File: config.mk
export PLATFORM = sky130hd
export DESIGN_NAME = note_sequencer
export DESIGN_NICKNAME = d
export VERILOG_FILES = /design/src/rtl/note_sequencer.sv
export SDC_FILE = /design/constraint.sdc
export NUM_CORES = 1
export LEC_CHECK = 0
export CAP_MARGIN = 20
export CORE_ASPECT_RATIO = 1.75
export CORE_MARGIN = 8
export CORE_UTILIZATION = 50
export CTS_CLUSTER_SIZE = 10
export DETAILED_ROUTE_END_ITERATION = 16
export GPL_TIMING_DRIVEN = 0
export PLACE_DENSITY_LB_ADDON = 0.15
export SETUP_SLACK_MARGIN = 0.15
export SLEW_MARGIN = 20
export SYNTH_ARGS = -nofsm -noshare
export SYNTH_HDL_FRONTEND = slang
export SYNTH_SLANG_ARGS = --single-unit
File: constraint.sdc
create_clock -name clock -period 2.7 [get_ports clock]
set_input_delay 0.27 -clock clock [delete_from_list [all_inputs] [get_ports clock]]
set_output_delay 0.27 -clock clock [all_outputs]
set_load 0.02 [all_outputs]
File: src/rtl/note_sequencer.sv
// rtl/note_sequencer.sv - record/playback note sequencer driving an external note memory
module note_sequencer #(
  parameter int HOLD_TICKS = 12500000,
  parameter int ADDR_W     = 6
) (
  input  logic              clock,
  input  logic              reset,
  input  logic              play,
  input  logic              record,
  input  logic              stop,
  input  logic              loop,
  input  logic              key_valid,
  output logic [ADDR_W-1:0] mem_addr,
  output logic              mem_we,
  output logic              mem_re,
  output logic [ADDR_W:0]   note_count,
  output logic              note_enable,
  output logic              recording,
  output logic              playing,
  output logic              finish
);

  localparam logic [2:0] S_IDLE   = 3'd0;
  localparam logic [2:0] S_RECORD = 3'd1;
  localparam logic [2:0] S_FETCH  = 3'd2;
  localparam logic [2:0] S_HOLD   = 3'd3;
  localparam logic [2:0] S_DONE   = 3'd4;

  // Hold counter runs HOLD_TICKS-1 down to 0, so clog2(HOLD_TICKS) bits suffice.
  localparam int CNT_W = (HOLD_TICKS > 2) ? $clog2(HOLD_TICKS) : 1;
  localparam logic [CNT_W-1:0]  HOLD_LOAD  = CNT_W'(HOLD_TICKS - 1);
  localparam logic [ADDR_W:0]   LAST_SLOT  = (ADDR_W+1)'((1 << ADDR_W) - 1);
  localparam logic [ADDR_W:0]   COUNT_ONE  = (ADDR_W+1)'(1);
  localparam logic [ADDR_W-1:0] PTR_ONE    = ADDR_W'(1);

  logic [2:0]        state;
  logic [ADDR_W-1:0] wr_ptr;
  logic [ADDR_W-1:0] rd_ptr;
  logic [CNT_W-1:0]  hold_cnt;
  logic              last_note;

  // The note being held is the last stored one when rd_ptr+1 reaches note_count.
  assign last_note = (({1'b0, rd_ptr} + COUNT_ONE) >= note_count);

  // Status strobes decode straight from the state register so reset clears them at once.
  assign mem_re      = (state == S_FETCH);
  assign note_enable = (state == S_HOLD);
  assign recording   = (state == S_RECORD);
  assign playing     = (state == S_FETCH) || (state == S_HOLD);
  assign finish      = (state == S_DONE);

  // Sequencer state, pointers, note count, hold timer and registered memory controls.
  always_ff @(posedge clock or negedge reset) begin
    if (!reset) begin
      state      <= S_IDLE;
      wr_ptr     <= '0;
      rd_ptr     <= '0;
      hold_cnt   <= '0;
      note_count <= '0;
      mem_addr   <= '0;
      mem_we     <= 1'b0;
    end else begin
      mem_we <= 1'b0;
      case (state)
        S_IDLE: begin
          if (stop) begin
            state <= S_IDLE;
          end else if (record) begin
            state      <= S_RECORD;
            wr_ptr     <= '0;
            note_count <= '0;
          end else if (play && (note_count != '0)) begin
            state    <= S_FETCH;
            rd_ptr   <= '0;
            mem_addr <= '0;
          end
        end
        S_RECORD: begin
          if (stop) begin
            state <= S_IDLE;
          end else if (key_valid) begin
            mem_we     <= 1'b1;
            mem_addr   <= wr_ptr;
            wr_ptr     <= wr_ptr + PTR_ONE;
            note_count <= note_count + COUNT_ONE;
            // Memory full after this write: leave so later strobes cannot overwrite.
            if (note_count == LAST_SLOT) state <= S_IDLE;
          end
        end
        S_FETCH: begin
          if (stop) begin
            state <= S_IDLE;
          end else begin
            state    <= S_HOLD;
            hold_cnt <= HOLD_LOAD;
          end
        end
        S_HOLD: begin
          if (stop) begin
            state <= S_IDLE;
          end else if (hold_cnt != '0) begin
            hold_cnt <= hold_cnt - CNT_W'(1);
          end else if (!last_note) begin
            rd_ptr   <= rd_ptr + PTR_ONE;
            mem_addr <= rd_ptr + PTR_ONE;
            state    <= S_FETCH;
          end else if (loop) begin
            rd_ptr   <= '0;
            mem_addr <= '0;
            state    <= S_FETCH;
          end else begin
            state <= S_DONE;
          end
        end
        S_DONE: begin
          state <= S_IDLE;
        end
        default: begin
          state <= S_IDLE;
        end
      endcase
    end
  end

endmodule

== Word-level counts from Yosys, hierarchy flattened ==
Index checks and enable logic that the tools add are counted.
Operators by class
  add/sub/neg operators: 5
  reductions and logical operators: 14
  order comparisons: 1
  mux-type cells: 40
  eq/ne operators: 20
Operators by type and width (count)
  6-bit two-way mux: 13
  24-bit two-way mux: 3
  24-bit one-hot mux with 2 select lines: 1
  3-bit two-way mux: 10
  7-bit two-way mux: 4
  6-bit one-hot mux with 2 select lines: 2
  24-bit nonzero test: 1
  24-bit by 1-bit subtractor with 24-bit output, second input constant: 1
  2-bit != test, second input constant: 9
  6-bit one-hot mux with 3 select lines: 1
  7-bit one-hot mux with 2 select lines: 1
  6-bit by 1-bit adder with 6-bit output, second input constant: 2
  3-bit one-hot mux with 4 select lines: 1
  3-bit != test, second input constant: 3
  9-bit AND reduction: 1
  4-bit AND reduction: 2
  6-bit by 1-bit adder with 7-bit output, second input constant: 1
  7-bit by 1-bit adder with 7-bit output, second input constant: 1
  7-bit by 6-bit == test with 1-bit output, second input constant: 1
  7-bit >= comparator: 1
  7-bit AND reduction: 1
  7-bit nonzero test: 1
  3-bit by 2-bit == test with 1-bit output, second input constant: 2
  2-bit nonzero test: 3
  other kinds (12): 14
Word-level totals
  input port bits: 7
  register bits after elaboration: 53

== Depth between registers and ports, before layout ==
Gate-level depths: netlist of the first run.
  depth after elaboration: 6
  mapped depth: 10

== Least setup slack after synthesis of the first run ==
No wires, ideal clock.
  path type: flip-flop to flip-flop
  start point: register rd_ptr[0]
  end point: register rd_ptr[0]
  arrival: 2.338 ns
  setup slack: 0.238 ns
  library setup time: 0.125 ns
  cell stages (with the launch flop): 10
  period minus slack after synthesis: 2.462 ns
  cell sequence: dfrtp_1 > ha_1 > xor2_1 > ha_1 > a21oi_1 > o21ai_0 > a21oi_1 > o21bai_4 > a21oi_4 > mux2_2
On the way
  longest elaborated chain between the ends: 6
RTL lines
  start, declared: RTL line 38  | logic [ADDR_W-1:0] rd_ptr;
  start signal, assigned: RTL line 104  | rd_ptr <= rd_ptr + PTR_ONE;
  6-bit by 1-bit adder with 7-bit output: RTL line 43  | assign last_note = (({1'b0, rd_ptr} + COUNT_ONE) >= note_count);
  7-bit >= comparator: RTL line 43
  6-bit two-way mux: RTL line 103  | end else if (!last_note) begin
  6-bit two-way mux: RTL line 101  | end else if (hold_cnt != '0) begin
  6-bit two-way mux: RTL line 99  | if (stop) begin
  6-bit one-hot mux with 2 select lines: RTL line 64  | case (state)
Parallel ways exist; a longest one is shown, timed or not. The select of a mux whose other input is x is not followed.
A chain may end at the register's enable or synchronous reset.

== Worst setup path in the final report of the first run ==
  start point: register rd_ptr[1]
  end point: register rd_ptr[5]
Same word-level chain as after synthesis.

==> results of run 1 <==
state kept, by name (all words and copies together), names as in the netlist:
register    cells
mem_addr        6
rd_ptr          6
note_count      7
state           3
wr_ptr          6
hold_cnt       24
mem_we          1
cell families after synthesis:
| family | count (synthesis) |
|---|---|
| AOI/OAI and AO/OA | 63 |
| xor gates and xnor gates | 18 |
| adders and majority gates | 12 |
| buffers and inverters | 29 |
| DFF | 53 |
| muxes | 19 |
| and+or+nand+nor | 156 |
worst paths after layout:
| path | to | slack (ps) | cells past startpoint |
|---|---|---|---|
| setup reg to reg | rd_ptr[5]$_DFFE_PN0P_ | 220 | 9 |
| min in group clock | state[0]$_DFFE_PN0P_ | 330 | 2 |
| setup / recovery | rd_ptr[5]$_DFFE_PN0P_ | 220 | 9 |
| max in group asynchronous | rd_ptr[2]$_DFFE_PN0P_ | 2220 | 1 |
| hold / removal | rd_ptr[4]$_DFFE_PN0P_ | -10 | 1 |
| hold reg to reg | hold_cnt[0]$_DFFE_PN0P_ | 470 | 1 |
layout by cell type (no fill, tap or decap), drive strengths merged, types with 11 or more instances in the layout:
cell,Yosys,final
dfrtp,53,53
inv,19,20
and3,11,11
clkbuf,8,13
nor2,38,38
o21ai,24,24
nand2,40,40
nand3,13,13
clkdlybuf4s50,0,22
nor3,11,11
ha,12,12
a21oi,27,27
per-stage QoR:
stage	utilization (%)	total power [mW]	area [µm²]	instances	setup TNS, ps
after detailed placement	56.76	2.204	3508	454	-998.8
after global routing	60.12	2.996	3716	469	0
after floorplan	-	1.857	3171	350	0
after CTS	59.03	2.746	3649	465	0
final	60.12	2.782	3716	469	0
after global placement	56.80	2.174	3511	454	-17470
layer usage:
metal | up-vias | share of wire, % | global-route usage [%]
met2 | 59 | 56 | 31.99
li1 | 1300 | - | -
met3 | 22 | 3.6 | 2.819
met1 | 1283 | 37 | 16.16
met5 | - | 0 | 0
met4 | 0 | 4.0 | 8.959
where the power goes:
group / leakage (nW) / total, mW / internal [mW] / switching, mW
clock network: 0.0423 / 0.468 / 0.189 / 0.279
logic: 0.901 / 1.13 / 0.478 / 0.652
registers: 0.658 / 1.18 / 0.953 / 0.231
cell type report:
class	instances	share of cell area [%]
multi-input combinational	268	48.15
sequential	53	35.72
timing repair buffer	31	7.778
tap	80	2.694
inverter	19	1.919
clock buffer	5	1.852
buffer	10	1.178
clock inverter	3	0.7071
timing repair:
item | in CTS | in global routing
resized for setup | 6 | 11
endpoints found under the setup margin | 13 | 14
setup buffers | 3 | 4
pin swaps | 3 | 2
==> out/results.ini, run 1 <==
[synthesis]
synth_compound_area_share_pct = 12.43
yosys.area.top_type = dfrtp_1
synth_ff_type = dfrtp_1
yosysUniqueCellTypes = 47
ys_ff_latch = 53
synth_top_area_share_pct = 41.83
synth.top_cells.by_count = dfrtp_1, nand2_1, nor2_1
netlist_area_um2 = 3171
netlist_instances = 350
synth.area.top_cells = dfrtp_1, ha_1, nand2_1, nor2_1, a21oi_1
synthAdderAreaFrac_pct = 4.736
synthMostInstantiatedCell = dfrtp_1
syn_nets = 369
synth_xor_area_share_pct = 4.972
synth_simple_gate_area_share_pct = 26.09
ys_warn_count = 0
yosysSeqAreaShare_pct = 41.83
synth.avg_cell_area_um2 = 9.059
synth_top_family_by_area = simple AND/OR/NAND/NOR gates
synth.area.mux_share_pct = 6.354
synth_edf_count = 0
async_flop_share_pct = 100.0

[setup_path]
cp.required_ps = 2910
path_cells = ha_4 -> xor2_2 -> ha_1 -> a21oi_1 -> o21ai_1 -> a21oi_2 -> o21bai_4 -> a21oi_4 -> mux2_2
path_buf_inv = 0
arrival_ps = 2690
cp_max_fo = 6
critPathCaptureType = flop
critPathMaxStageDelay_ps = 460
start_kind = flop
path_delay_family = compound AO/OA/AOI/OAI gates
critPathLaunch = rd_ptr[1]$_DFFE_PN0P_
critPathSlowestCell = dfrtp_1
r2r-start = rd_ptr[1]$_DFFE_PN0P_
critPathKind = flop to flop

[cells_and_area]
regArea_um2 = 1328
multi_input_area_um2 = 1789
layout.nets = 407
antenna_cells = 0
layout-drive-gt1-share_pct = 12.08
nFillCells = 561
syn2layout_area_growth_pct = 17.21

[sta]
final-hold-violation-count = 9
fin_crit_sh_pct = 91.81
setup_viol = 0
slew_viol_final = 0
tightest_slew_ps = 902.3
fin_hold_ws_ps = -11.28
slew_headroom_pct = 39.35
fmax_ghz = 0.4034
fin_worst_skew_ps = 11.11
layout_setup_ws_ps = 221.3
min_period_ps = 2479
rsz0062_at_grt = yes

[detailed_routing]
drtIter0Drc = 95
drc = 0
vias_per_cell = 5.680
drt-pass1-iter-count = 4
ant_nets = 0
wl_um = 7576
wl_per_cell_um = 16.15
vias = 2664

[grt]
grt_pass1_vias = 2758
grt_max_degree = 54
antenna_found_initial = 0
grt_pass1_wl_um = 12710
gr-total-overflow = 0
grt_usage_pct = 16.56

[die]
placementRows = 38
dieWidth_um = 76.20
start_util_pct = 51.30
fp.dieH_um = 121.3
die_area_um2 = 9246
num_io_pins = 26
coreArea_um2 = 6181

[placed_design]
dp_hpwl_um = 5507
gp_congestion = 0.8853
io_buffers = 24
post-place-ws_ps = -124.6

[job]
max-cap-violations = 0

[clock_tree]
cts.sinks = 53
cts_tree = done
cts_buffer_depth = 2
htreeDepth = 2
hold_buffers = 0
cts_root_buf = clkbuf_8
clock_latency_ps = 310
path_clk_slew_ps = 110
cts_buffers = 5

[pwr]
ir_drop_v = 0.0005330
p_per_area_nw_per_um2 = 748.6
leakagePower_nw = 1.602

[status]
outcome = complete, but fails checks
violations = hold timing

[hold_path]
min_path_type = primary input to async pin

Power figures use the tool's default switching activity.
==> run 2: changes to the inputs <==
- CORE_MARGIN: 8 -> default
- PLACE_DENSITY: default -> 0.8
- PLACE_DENSITY_LB_ADDON: 0.15 -> default
==> out/results.ini, run 2 (synthesis gave the netlist of run 1 again) <==
[status]
outcome = complete, but fails checks  ; unchanged
violations = hold timing  ; unchanged

[detailed_routing]
wl_um = 7597  ; was 7576 µm
ant_nets = 0  ; unchanged
wl_per_cell_um = 16.06  ; was 16.15 µm
vias = 2746  ; was 2,664
drt-pass1-iter-count = 4  ; unchanged
vias_per_cell = 5.805  ; was 5.680
drtIter0Drc = 136  ; was 95
drc = 0  ; unchanged

[pwr]
comb_power_share_pct = 42.4  ; was 40.6%
p_per_area_nw_per_um2 = 759.8  ; was 748.6 nW/µm²
p_sw_share_pct = 41.48  ; was 41.76%
leakagePower_nw = 1.617  ; was 1.602 nW
p_sw_mw = 1.186  ; was 1.162 mW
p_clk_share_pct = 16.3  ; was 16.8%
cell_internal_pwr_mw = 1.673  ; was 1.620 mW
finalPower_mw = 2.859  ; was 2.782 mW
ir_drop_v = 0.0005038  ; was 0.0005330 V
share_seq_of_total_power_pct = 41.3  ; was 42.5%

[placed_design]
post-place-ws_ps = -115.0  ; was -124.6 ps
gp_congestion = 0.8285  ; was 0.8853
dp_hpwl_um = 5453  ; was 5507 µm
placed_area_um2 = 3508  ; unchanged
io_buffers = 24  ; unchanged
dp.cells = 454  ; unchanged

[cells_and_area]
nFillCells = 508  ; was 561
antenna_cells = 0  ; unchanged
layout_commonest_cell = dfrtp_1  ; unchanged
design_area_um2 = 3764  ; was 3716 µm²
multi_input_area_um2 = 1800  ; was 1789 µm²
mostFrequentLayoutCells = dfrtp_1, nand2_1, nor2_1  ; unchanged
layout.nets = 411  ; was 407
top_regs = hold_cnt x24, note_count x7  ; unchanged
final_cells = 473  ; was 469
largest_reg_flops = 24  ; unchanged
layout-drive-gt1-share_pct = 13.23  ; was 12.08%
syn2layout_area_growth_pct = 18.71  ; was 17.21%
regArea_um2 = 1328  ; unchanged
top_register = hold_cnt  ; unchanged
finish.utilization_pct = 60.89  ; was 60.12%

[sta]
rsz0062_at_grt = no  ; was yes
fin_crit_sh_pct = 92.97  ; was 91.81%
setup_viol = 0  ; unchanged
fin_hold_ws_ps = -26.89  ; was -11.28 ps
setup_tns_ps = 0  ; unchanged
min_period_ps = 2510  ; was 2479 ps
fin_worst_skew_ps = 8.057  ; was 11.11 ps
layout_setup_ws_ps = 189.9  ; was 221.3 ps
tightest_slew_ps = 911.7  ; was 902.3 ps
final-hold-violation-count = 21  ; was 9
slew_headroom_pct = 38.71  ; was 39.35%
fmax_ghz = 0.3984  ; was 0.4034 GHz
slew_viol_final = 0  ; unchanged

[clock_tree]
clock_latency_ps = 320  ; was 310 ps
cts_root_buf = clkbuf_8  ; unchanged
path_clk_slew_ps = 100  ; was 110 ps
cts_tree = done  ; unchanged
cts_buffers = 5  ; unchanged
htreeDepth = 2  ; unchanged
hold_buffers = 0  ; unchanged
cts.sinks = 53  ; unchanged
cts_buffer_depth = 2  ; unchanged

[setup_path]
start_kind = flop  ; unchanged
cp_max_fo = 6  ; unchanged
reg2reg_slack_ps = 190  ; was 220 ps
crit_path_end = mem_addr[2]$_DFFE_PN0P_  ; was rd_ptr[5]$_DFFE_PN0P_
rr_endpoint = mem_addr[2]$_DFFE_PN0P_  ; was rd_ptr[5]$_DFFE_PN0P_
arrival_ps = 2730  ; was 2690 ps
critPathCaptureType = flop  ; unchanged
cp.required_ps = 2920  ; was 2910 ps
critPathLaunch = rd_ptr[0]$_DFFE_PN0P_  ; was rd_ptr[1]$_DFFE_PN0P_
rr_worst_depth = 12  ; was 9
critPathKind = flop to flop  ; unchanged
r2r-start = rd_ptr[0]$_DFFE_PN0P_  ; was rd_ptr[1]$_DFFE_PN0P_

[grt]
grt_pass1_vias = 2809  ; was 2,758
grt_usage_pct = 23.96  ; was 16.56%
gr-total-overflow = 0  ; unchanged
grt_max_degree = 54  ; unchanged
busiest_layer = met2  ; unchanged
grt_util_met1_pct = 22.14  ; was 16.16%
grt_pass1_wl_um = 12470  ; was 12,710 µm
gr-usage-met3_pct = 3.390  ; was 2.819%
antenna_found_initial = 0  ; unchanged
use_met2_pct = 46.47  ; was 31.99%

[die]
fp.dieH_um = 107.3  ; was 121.3 µm
num_io_pins = 26  ; unchanged
placementRows = 38  ; unchanged
die_area_um2 = 6676  ; was 9246 µm²
coreArea_um2 = 6181  ; unchanged
dieWidth_um = 62.20  ; was 76.20 µm
start_util_pct = 51.30  ; unchanged

[job]
max-cap-violations = 0  ; unchanged

[hold_path]
min_path_type = primary input to async pin  ; unchanged

-- run 2: power groups by stage --
stage / clock network (mW) / registers [mW] / logic (mW)
floorplan: 0 / 1.18 / 0.680
global placement: 0 / 1.18 / 0.978
detailed placement: 0 / 1.19 / 1.02
CTS: 0.476 / 1.17 / 1.09
global route: 0.502 / 1.22 / 1.34
finish: 0.465 / 1.18 / 1.21
-- run 2: routing by layer --
layer,vias up,share of wire [%]
li1,1322,-
met1,1321,37
met2,77,55
met3,26,3.1
met4,0,4.7
met5,-,0
-- run 2: worst min-delay path by stage --
stage | start | end | slack (ps)
final | reset | note_count[3]$_DFFE_PN0P_ | -30
after global routing | reset | note_count[2]$_DFFE_PN0P_ | 30
after CTS | reset | hold_cnt[8]$_DFFE_PN0P_ | 0.5
after detailed placement | reset | note_count[3]$_DFFE_PN0P_ | 350
after global placement | hold_cnt[0]$_DFFE_PN0P_ | hold_cnt[0]$_DFFE_PN0P_ | 460
after floorplan | reset | hold_cnt[0]$_DFFE_PN0P_ | -30
-- run 2: area by class of cell --
type / instances / share of cell area [%]
Clock inverter: 3 / 0.5652
Timing Repair Buffer: 35 / 8.810
Sequential cell: 53 / 35.27
Tap cell: 80 / 2.660
Clock buffer: 5 / 1.828
Multi-Input combinational cell: 268 / 47.84
Inverter: 19 / 1.895
Buffer: 10 / 1.130
-- run 2: critical path: stages, from the launching register on --
cell and delay (ps):
dfrtp_1 440, buf_4 150, nand3_2 80, nor2_2 150
xor2_2 180, ha_1 280, nand2_2 90, nor2_1 80
a21oi_2 220, o21bai_4 110, a21oi_4 180, buf_12 140
mux2_2 320
-- run 2: timing repair --
action,CTS,global route
gates cloned,0,0
pin swaps,3,8
buffers inserted,4,7
setup endpoints to repair,13,12
gates resized for setup,5,15
==> run 3: changes to the inputs <==
- PLACE_DENSITY: 0.8 -> 0.82
==> out/results.ini, run 3 (synthesis gave the netlist of run 1 again) <==
[detailed_routing]
drt-pass1-iter-count = 4  ; unchanged
vias_per_cell = 5.732  ; was 5.805
drtIter0Drc = 146  ; was 136
vias = 2700  ; was 2,746
wl_per_cell_um = 16.04  ; was 16.06 µm
drc = 0  ; unchanged
wl_um = 7557  ; was 7597 µm
ant_nets = 0  ; unchanged

[placed_design]
placed_area_um2 = 3508  ; unchanged
gp_congestion = 0.8127  ; was 0.8285
dp_hpwl_um = 5393  ; was 5453 µm
io_buffers = 24  ; unchanged

[die]
num_io_pins = 26  ; unchanged
start_util_pct = 51.30  ; unchanged
coreArea_um2 = 6181  ; unchanged
dieWidth_um = 62.20  ; unchanged
die_area_um2 = 6676  ; unchanged
placementRows = 38  ; unchanged
fp.dieH_um = 107.3  ; unchanged

[sta]
tightest_slew_ps = 769.6  ; was 911.7 ps
fin_hold_ws_ps = -17.80  ; was -26.89 ps
slew_viol_final = 0  ; unchanged
fin_crit_sh_pct = 93.55  ; was 92.97%
fmax_ghz = 0.3959  ; was 0.3984 GHz
setup_tns_ps = 0  ; unchanged
slew_headroom_pct = 48.27  ; was 38.71%
min_period_ps = 2526  ; was 2510 ps
setup_viol = 0  ; unchanged
rsz0062_at_grt = no  ; unchanged
final-hold-violation-count = 17  ; was 21
fin_worst_skew_ps = 7.936  ; was 8.057 ps

[setup_path]
rr_worst_depth = 10  ; was 12
critPathLaunch = rd_ptr[0]$_DFFE_PN0P_  ; unchanged
arrival_ps = 2730  ; about the same
critPathMaxStageDelay_ps = 440  ; about the same
path_cells = ha_4 -> nand3_4 -> xnor2_4 -> ha_4 -> a21oi_4 -> o21ai_2 -> a21oi_2 -> o21bai_4 -> a21oi_4 -> mux2_2  ; was buf_4 -> nand3_2 -> nor2_2 -> xor2_2 -> ha_1 -> nand2_2 -> nor2_1 -> a21oi_2 -> o21bai_4 -> a21oi_4 -> buf_12 -> mux2_2
reg2reg_slack_ps = 170  ; was 190 ps
crit_path_end = rd_ptr[2]$_DFFE_PN0P_  ; was mem_addr[2]$_DFFE_PN0P_
critPathCaptureType = flop  ; unchanged
rr_endpoint = rd_ptr[2]$_DFFE_PN0P_  ; was mem_addr[2]$_DFFE_PN0P_
r2r-start = rd_ptr[0]$_DFFE_PN0P_  ; unchanged
cp_max_fo = 6  ; unchanged
critPathSlowestCell = dfrtp_1  ; unchanged
critPathKind = flop to flop  ; unchanged
cp.required_ps = 2910  ; was 2920 ps
start_kind = flop  ; unchanged

[pwr]
ir_drop_v = 0.0004172  ; was 0.0005038 V
p_per_area_nw_per_um2 = 771.9  ; was 759.8 nW/µm²
leakagePower_nw = 1.640  ; was 1.617 nW

[clock_tree]
hold_buffers = 0  ; unchanged
cts_root_buf = clkbuf_8  ; unchanged
cts_tree = done  ; unchanged
cts_buffer_depth = 2  ; unchanged
cts.sinks = 53  ; unchanged
htreeDepth = 2  ; unchanged
cts_buffers = 5  ; unchanged
path_clk_slew_ps = 100  ; about the same
clock_latency_ps = 320  ; about the same

[cells_and_area]
layout_commonest_cell = dfrtp_1  ; unchanged
syn2layout_area_growth_pct = 21.94  ; was 18.71%
layout.nets = 409  ; was 411
largest_reg_flops = 24  ; unchanged
mostFrequentLayoutCells = dfrtp_1, nand2_1, nor2_1  ; unchanged
layout-drive-gt1-share_pct = 14.07  ; was 13.23%
antenna_cells = 0  ; unchanged
top_regs = hold_cnt x24, note_count x7  ; unchanged
top_register = hold_cnt  ; unchanged
design_area_um2 = 3866  ; was 3764 µm²

[hold_path]
min_path_type = primary input to async pin  ; unchanged

[grt]
grt_usage_pct = 23.75  ; was 23.96%
busiest_layer = met2  ; unchanged
gr-usage-met3_pct = 3.602  ; was 3.390%
grt_pass1_vias = 2682  ; was 2,809
antenna_found_initial = 0  ; unchanged
use_met2_pct = 44.03  ; was 46.47%
grt_pass1_wl_um = 12230  ; was 12,470 µm
grt_max_degree = 54  ; unchanged
grt_util_met1_pct = 24.17  ; was 22.14%
gr-total-overflow = 0  ; unchanged

[status]
violations = hold timing  ; unchanged
outcome = complete, but fails checks  ; unchanged

[job]
max-cap-violations = 0  ; unchanged

run 3: how the worst min path moves through the flow:
stage,start,endpoint,slack [ps]
floorplan,reset,hold_cnt[0]$_DFFE_PN0P_,-30
global placement,hold_cnt[0]$_DFFE_PN0P_,hold_cnt[0]$_DFFE_PN0P_,460
detailed placement,reset,note_count[3]$_DFFE_PN0P_,350
CTS,reset,note_count[3]$_DFFE_PN0P_,7
global route,reset,hold_cnt[9]$_DFFE_PN0P_,30
finish,reset,note_count[1]$_DFFE_PN0P_,-20
run 3: final cells by class:
cell class	count	area [µm²]
sequential	53	1329
tap	80	100.1
multi-input combinational	268	1883
clock inverter	2	37.54
fill	514	2315
clock buffer	6	82.58
buffer	10	42.54
timing repair buffer	33	320.3
inverter	19	71.32
run 3: through the flow:
step           worst slack [ps]  util, %  total power, mW  std cells
2_1_floorplan             237.5        -            1.857        350
3_3_place_gp             -237.4    56.80            2.154        454
3_5_place_dp             -127.4    56.76            2.202        454
4_1_cts                   158.8    59.37            2.836        464
5_1_grt                   79.99    62.55            3.184        471
6_report                  174.1    62.55            2.984        471
run 3: repair_timing:
action                     in CTS  in global routing
setup buffers                   2                  7
gates resized for setup         8                 23
pin swaps                       2                 12
hold endpoints to repair        0                  0
setup endpoints to repair      13                 12
run 3: power by group:
part	leakage, nW	switching (mW)	internal [mW]
clock	0.0574	0.270	0.302
combinational	0.925	0.678	0.547
sequential	0.657	0.235	0.953
run 3: worst max-delay path, delay by kind of cell, from the launching register on:
family	cells	cell delay [ps]
AO/OA/AOI/OAI	5	800
XOR/XNOR	1	230
adder cells (fa/ha/maj)	2	460
flip-flops	1	440
multiplexers	1	370
AND/OR/NAND/NOR	1	100
run 3: per-layer routing:
metal  part of all wire (%)  vias up
met3                    2.0       19
li1                       -     1307
met5                      0        -
met4                    3.0        0
met2                     56       54
met1                     39     1320
==> edit 1 (flow settings as in run 3) <==
One comparison of `note_count` changes from == to >=.
--- a/src/rtl/note_sequencer.sv
+++ b/src/rtl/note_sequencer.sv
@@ -84,7 +84,7 @@
             wr_ptr     <= wr_ptr + PTR_ONE;
             note_count <= note_count + COUNT_ONE;
             // Memory full after this write: leave so later strobes cannot overwrite.
-            if (note_count == LAST_SLOT) state <= S_IDLE;
+            if (note_count >= LAST_SLOT) state <= S_IDLE;
           end
         end
         S_FETCH: begin
Formal check against the unedited RTL: same outputs for any inputs over 10 cycles, from zero or initial values and one cycle with reset low; that may be too few to reach the edited logic, so the function may still have changed.
==> edit 1 against run 3 <==
Critical path type unchanged. The flow still finishes with violations (hold timing). Final area is 1.3% higher. Wire length increased by 2.1%. Largest power group is now registers. Sequential cell count did not move. Count of clock-buffer cells in the layout fell by 1. Synthesized cell count down 7.4%. Synthesized area down 2.5%. Critical endpoint is now mem_addr[1]. Highest routed layer unchanged. Power is 0.64% lower. Setup slack better by 6.7 ps.
==> edit 1: results (changes against run 3) <==
{| class="wikitable"
! Metric !! Value
|-
| GRT met2 Usage || 46.2% (+2.2 points)
|-
| Synthesized netlist cell count || 324 (-7.4%)
|-
| Met3 GRT Util || 3.77% (+0.17 points)
|-
| Final hold violation count || 16 (-1)
|-
| Number of sequential cells || 53 (unchanged)
|-
| Non-filler instance count after layout || 453 (-3.8%)
|-
| Number of violations reported at the end of detailed-routing iteration 0 || 113 (-23%)
|-
| Total of cells resized after clock tree synthesis || 5 (-3)
|-
| Final net count || 393 (-3.9%)
|-
| Metal1 wirelength || 2790 um (-4.5%)
|-
| Post-synthesis mux area share || 2.83% (-3.5 points)
|-
| Delay-heaviest family, CP || simple AND/OR/NAND/NOR gates
|-
| Highest ir drop seen on vdd || 0.505 mV (+21%)
|-
| Outcome || complete, but fails checks
|-
| Nets in the synthesized netlist || 343 (-7.0%)
|-
| Count of fill cells added during filler insertion || 490 (-4.7%)
|-
| Reg-to-Reg Start || rd_ptr[2]
|-
| Amount of wire on met3 after detailed routing || 213 um (+41%)
|-
| Multi-input logic portion of the cell area || 46.8% (-1.9 points)
|-
| # port buffers || 25 (+4.2%)
|-
| GP Congestion || 0.844 (+3.8%)
|-
| Cell leakage power || 1.61 nW (-2.0%)
|-
| Cell with the biggest individual delay on the critical path || sky130_fd_sc_hd__dfrtp_2
|-
| Number of distinct library cell variants in the gate-level netlist after synthesis || 56 (+19%)
|-
| Design internal power || 1.89 mW (+5.0%)
|-
| Layout cells sized above 1 || 18.1% (+4.1 points)
|-
| Synthesized-area fraction occupied by ao, oa, aoi and oai cells || 14.0% (+1.6 points)
|-
| Highest clock rate || 397 MHz (+0.27%)
|-
| Combinational-cell power consumption || 1.14 mW (-7%)
|-
| Failing checks || hold timing
|-
| Slew at the pin with the worst max-slew slack || 685 ps (-84.2 ps)
|-
| Clock Skews || 5.88 ps (-2.05 ps)
|-
| Hold Slack || -23.5 ps (-5.72 ps)
|-
| Core ar. || 5930 um^2 (-4.1%)
|-
| Cell Area, Placed || 3460 um^2 (-1.3%)
|-
| WL met2 || 4370 um (+2.6%)
|-
| Crit Path Max Fanout || 10 (+4)
|-
| Via total after detailed routing || 2667 (-1.2%)
|-
| Post-DP HPWL || 5240 um (-2.8%)
|-
| Proportion of synthesized chip area in sequential cells || 42.9% (+1.1 points)
|-
| Non-clock buffering overhead in the final layout || 11.4% (+2.0 points)
|-
| Pre-CTS setup slack || -184 ps (-56.7 ps)
|-
| Multi-input logic cell count || 243 (-9.3%)
|-
| Count of plain and timing-repair buffers || 51 (+19%)
|-
| Met1 track demand over resource in global routing || 27.0% (+2.8 points)
|-
| Net Sw Power || 1.07 mW (-9.2%)
|-
| Largest cells by area after synthesis || sky130_fd_sc_hd__dfrtp_1 43%, sky130_fd_sc_hd__nor2_1 5.0%, sky130_fd_sc_hd__ha_1 4.9%
|-
| CLK BUF || 5 (-1)
|-
| Post-CTS setup-driven buffer insertion count || 11 (+9)
|}
==> edit 1: changes by cell type in the layout (fill, tap and decap cells not counted), moves of 4 or more <==
cell / change
sky130_fd_sc_hd__nand3_1: -4
sky130_fd_sc_hd__xnor2_1: +4
sky130_fd_sc_hd__buf_4: +9
sky130_fd_sc_hd__a22o_1: +5
sky130_fd_sc_hd__o31ai_1: +4
sky130_fd_sc_hd__and3_1: -7
sky130_fd_sc_hd__nor4_1: +5
sky130_fd_sc_hd__nor2_1: +4
sky130_fd_sc_hd__nand2_1: -10
sky130_fd_sc_hd__mux2i_1: -8
sky130_fd_sc_hd__nor3_1: -7
sky130_fd_sc_hd__a21oi_1: -12
==> edit 1: worst min-delay path by stage <==
stage,slack [ps],endpoint,cells after the start
global placement,480,mem_addr[0],1
detailed placement,350,hold_cnt[6],1
finish,-20,hold_cnt[6],1
floorplan,-30,hold_cnt[0],0
CTS,7,mem_we,1
global route,40,wr_ptr[0],1
==> edit 2 (settings of run 3) <==
Made on the original files. Change the parameter `HOLD_TICKS` from 12500000 to 6250000.
--- a/src/rtl/note_sequencer.sv
+++ b/src/rtl/note_sequencer.sv
@@ -1,6 +1,6 @@
 // rtl/note_sequencer.sv - record/playback note sequencer driving an external note memory
 module note_sequencer #(
-  parameter int HOLD_TICKS = 12500000,
+  parameter int HOLD_TICKS = 6250000,
   parameter int ADDR_W     = 6
 ) (
   input  logic              clock,
Formal check against the unedited RTL: no difference found for any inputs over 10 cycles, from zero or initial values and one cycle with reset low; that may be too few to reach the edited logic, so the function may still have changed.
==> edit 2 against run 3 <==
The flow finishes with violations (hold timing, setup timing). First-iteration DRC count decreased by 13%. Clock power about the same. Sequential power is 16% lower. Worst hold slack got worse by 2.6 ps. Final cell count down 4.2%. Power is 25% lower. Setup slack lost 190 ps. Synthesized area down 4.0%. Final area fell by 2.3%. Non-clock buffer count up 3. Wire length up 5.6%. Sequential cell count down 1. Critical endpoint is now mem_addr[5]. Largest cell class unchanged.
==> edit 2: results (changes against run 3) <==
{| class="wikitable"
! Metric !! Value
|-
| Post-synthesis instance area || 3040 um^2 (-4.0%)
|-
| Hold Slack || -20.4 ps (-2.65 ps)
|-
| Clock Skews || 14.5 ps (+6.61 ps)
|-
| Via total after detailed routing || 2723 (+0.85%)
|-
| GRT met2 Usage || 44.2% (+0.16 points)
|-
| Reg-to-Reg Start || rd_ptr[1]
|-
| # port buffers || 25 (+4.2%)
|-
| Metal1 wirelength || 2970 um (+1.8%)
|-
| Highest ir drop seen on vdd || 0.400 mV (-4.1%)
|-
| Layout cells sized above 1 || 17.4% (+3.4 points)
|-
| Largest cells by area after synthesis || sky130_fd_sc_hd__dfrtp_1 43%, sky130_fd_sc_hd__ha_1 4.9%, sky130_fd_sc_hd__nand2_1 4.2%
|-
| Failing checks || hold timing, setup timing
|-
| Met3 GRT Util || 2.85% (-0.76 points)
|-
| GP Congestion || 0.911 (+12%)
|-
| Final hold violation count || 38 (+21)
|-
| Proportion of synthesized chip area in sequential cells || 42.8% (+0.93 points)
|-
| Largest net degree at the start of global routing || 53 (-1.9%)
|-
| Crit Path Max Fanout || 5 (-1)
|-
| First-pass GRT wire length || 12100 um (-0.84%)
|-
| # setup viols final || 1 (+1)
|-
| Final net count || 391 (-4.4%)
|-
| Average detailed-routed wire length per instance || 17.7 um (+10%)
|-
| Worst setup margin || -18.5 ps (-193 ps)
|-
| Non-filler instance count after layout || 451 (-4.2%)
|-
| Inst Count DP || 430 (-5.3%)
|-
| CP Data Arrival Time || 2960 ps (+230 ps)
|-
| Pre-CTS setup slack || -123 ps (+4.85 ps)
|-
| Outcome || complete, but fails checks
|-
| WL met2 || 4450 um (+4.6%)
|-
| Number of distinct library cell variants in the gate-level netlist after synthesis || 56 (+19%)
|}
==> edit 2: cell types whose count changed in the layout (fill, tap and decap cells not counted), moves of 4 or more <==
cell	before	now
sky130_fd_sc_hd__a22o_1	0	4
sky130_fd_sc_hd__and2_1	6	1
sky130_fd_sc_hd__a31oi_1	0	5
sky130_fd_sc_hd__nand2_1	40	34
sky130_fd_sc_hd__mux2i_1	10	2
sky130_fd_sc_hd__a21oi_1	22	13
sky130_fd_sc_hd__nand3_1	12	8
sky130_fd_sc_hd__o21ai_1	2	14
sky130_fd_sc_hd__nor2_1	37	24
sky130_fd_sc_hd__nand4_1	8	4
sky130_fd_sc_hd__and3_1	11	5
==> edit 2: repair_timing <==
action                                  in CTS  in global routing
pin swaps                                    9                 10
endpoints found under the setup margin      13                 16
gates resized for setup                     12                 23
buffers inserted                             7                  6
==> edit 2: final cells by class <==
type	count	area (um^2)	area share, %
multi-input combinational	247	1780	47.2
sequential	52	1300	34.5
timing repair buffer	38	363	9.61
tap	78	97.6	2.58
clock buffer	6	82.6	2.19
inverter	20	75.1	1.99
clock inverter	2	38.8	1.03
buffer	8	33.8	0.894
==> edit 2: cells by family (layout without fill, tap and decap cells) <==
kind of cell / Yosys count / count (layout) / share of synthesized area (%)
AND/OR/NAND/NOR: 133 / 133 / 24.6
AO/OA/AOI/OAI: 78 / 78 / 16.7
flip-flops: 52 / 52 / 42.8
buffers and inverters: 28 / 74 / 3.54
XOR/XNOR: 16 / 16 / 4.61
adder cells (fa/ha/maj): 12 / 12 / 4.93
multiplexers: 8 / 8 / 2.88
==> edit 2: report_power, final <==
part	total [mW]	internal [mW]	switching, mW
clock	0.570	0.304	0.266
combinational	0.672	0.297	0.376
sequential	0.995	0.873	0.121
==> edit 2: worst paths after layout <==
check,cells past startpoint,endpoint,slack [ps]
setup / recovery,12,mem_addr[5],-20
max in group asynchronous,1,rd_ptr[0],2250
hold reg to reg,1,wr_ptr[5],500
min in group clock,1,wr_ptr[5],500
setup reg to reg,12,mem_addr[5],-20
hold / removal,1,mem_we,-20
==> edit 2: worst max-delay path, delay by kind of cell, from the launching register on <==
family | cells | cell delay [ps]
AOI/OAI and AO/OA | 3 | 590
and+or+nand+nor | 4 | 730
muxes | 1 | 150
DFF | 1 | 400
adders and majority gates | 1 | 250
buffers and inverters | 2 | 310
xor gates and xnor gates | 1 | 190
==> edit 2: stage by stage <==
stage | utilization [%] | hold slack, ps | cell area, um^2 | total power, mW
3_3_place_gp | 57.8 | 472 | 3400 | 1.55
4_1_cts | 61.7 | 7.07 | 3630 | 2.17
5_1_grt | 64.2 | 35.1 | 3780 | 2.35
2_1_floorplan | - | -25.6 | 3050 | 1.37
6_report | 64.2 | -20.4 | 3780 | 2.24
3_5_place_dp | 57.7 | 344 | 3390 | 1.57
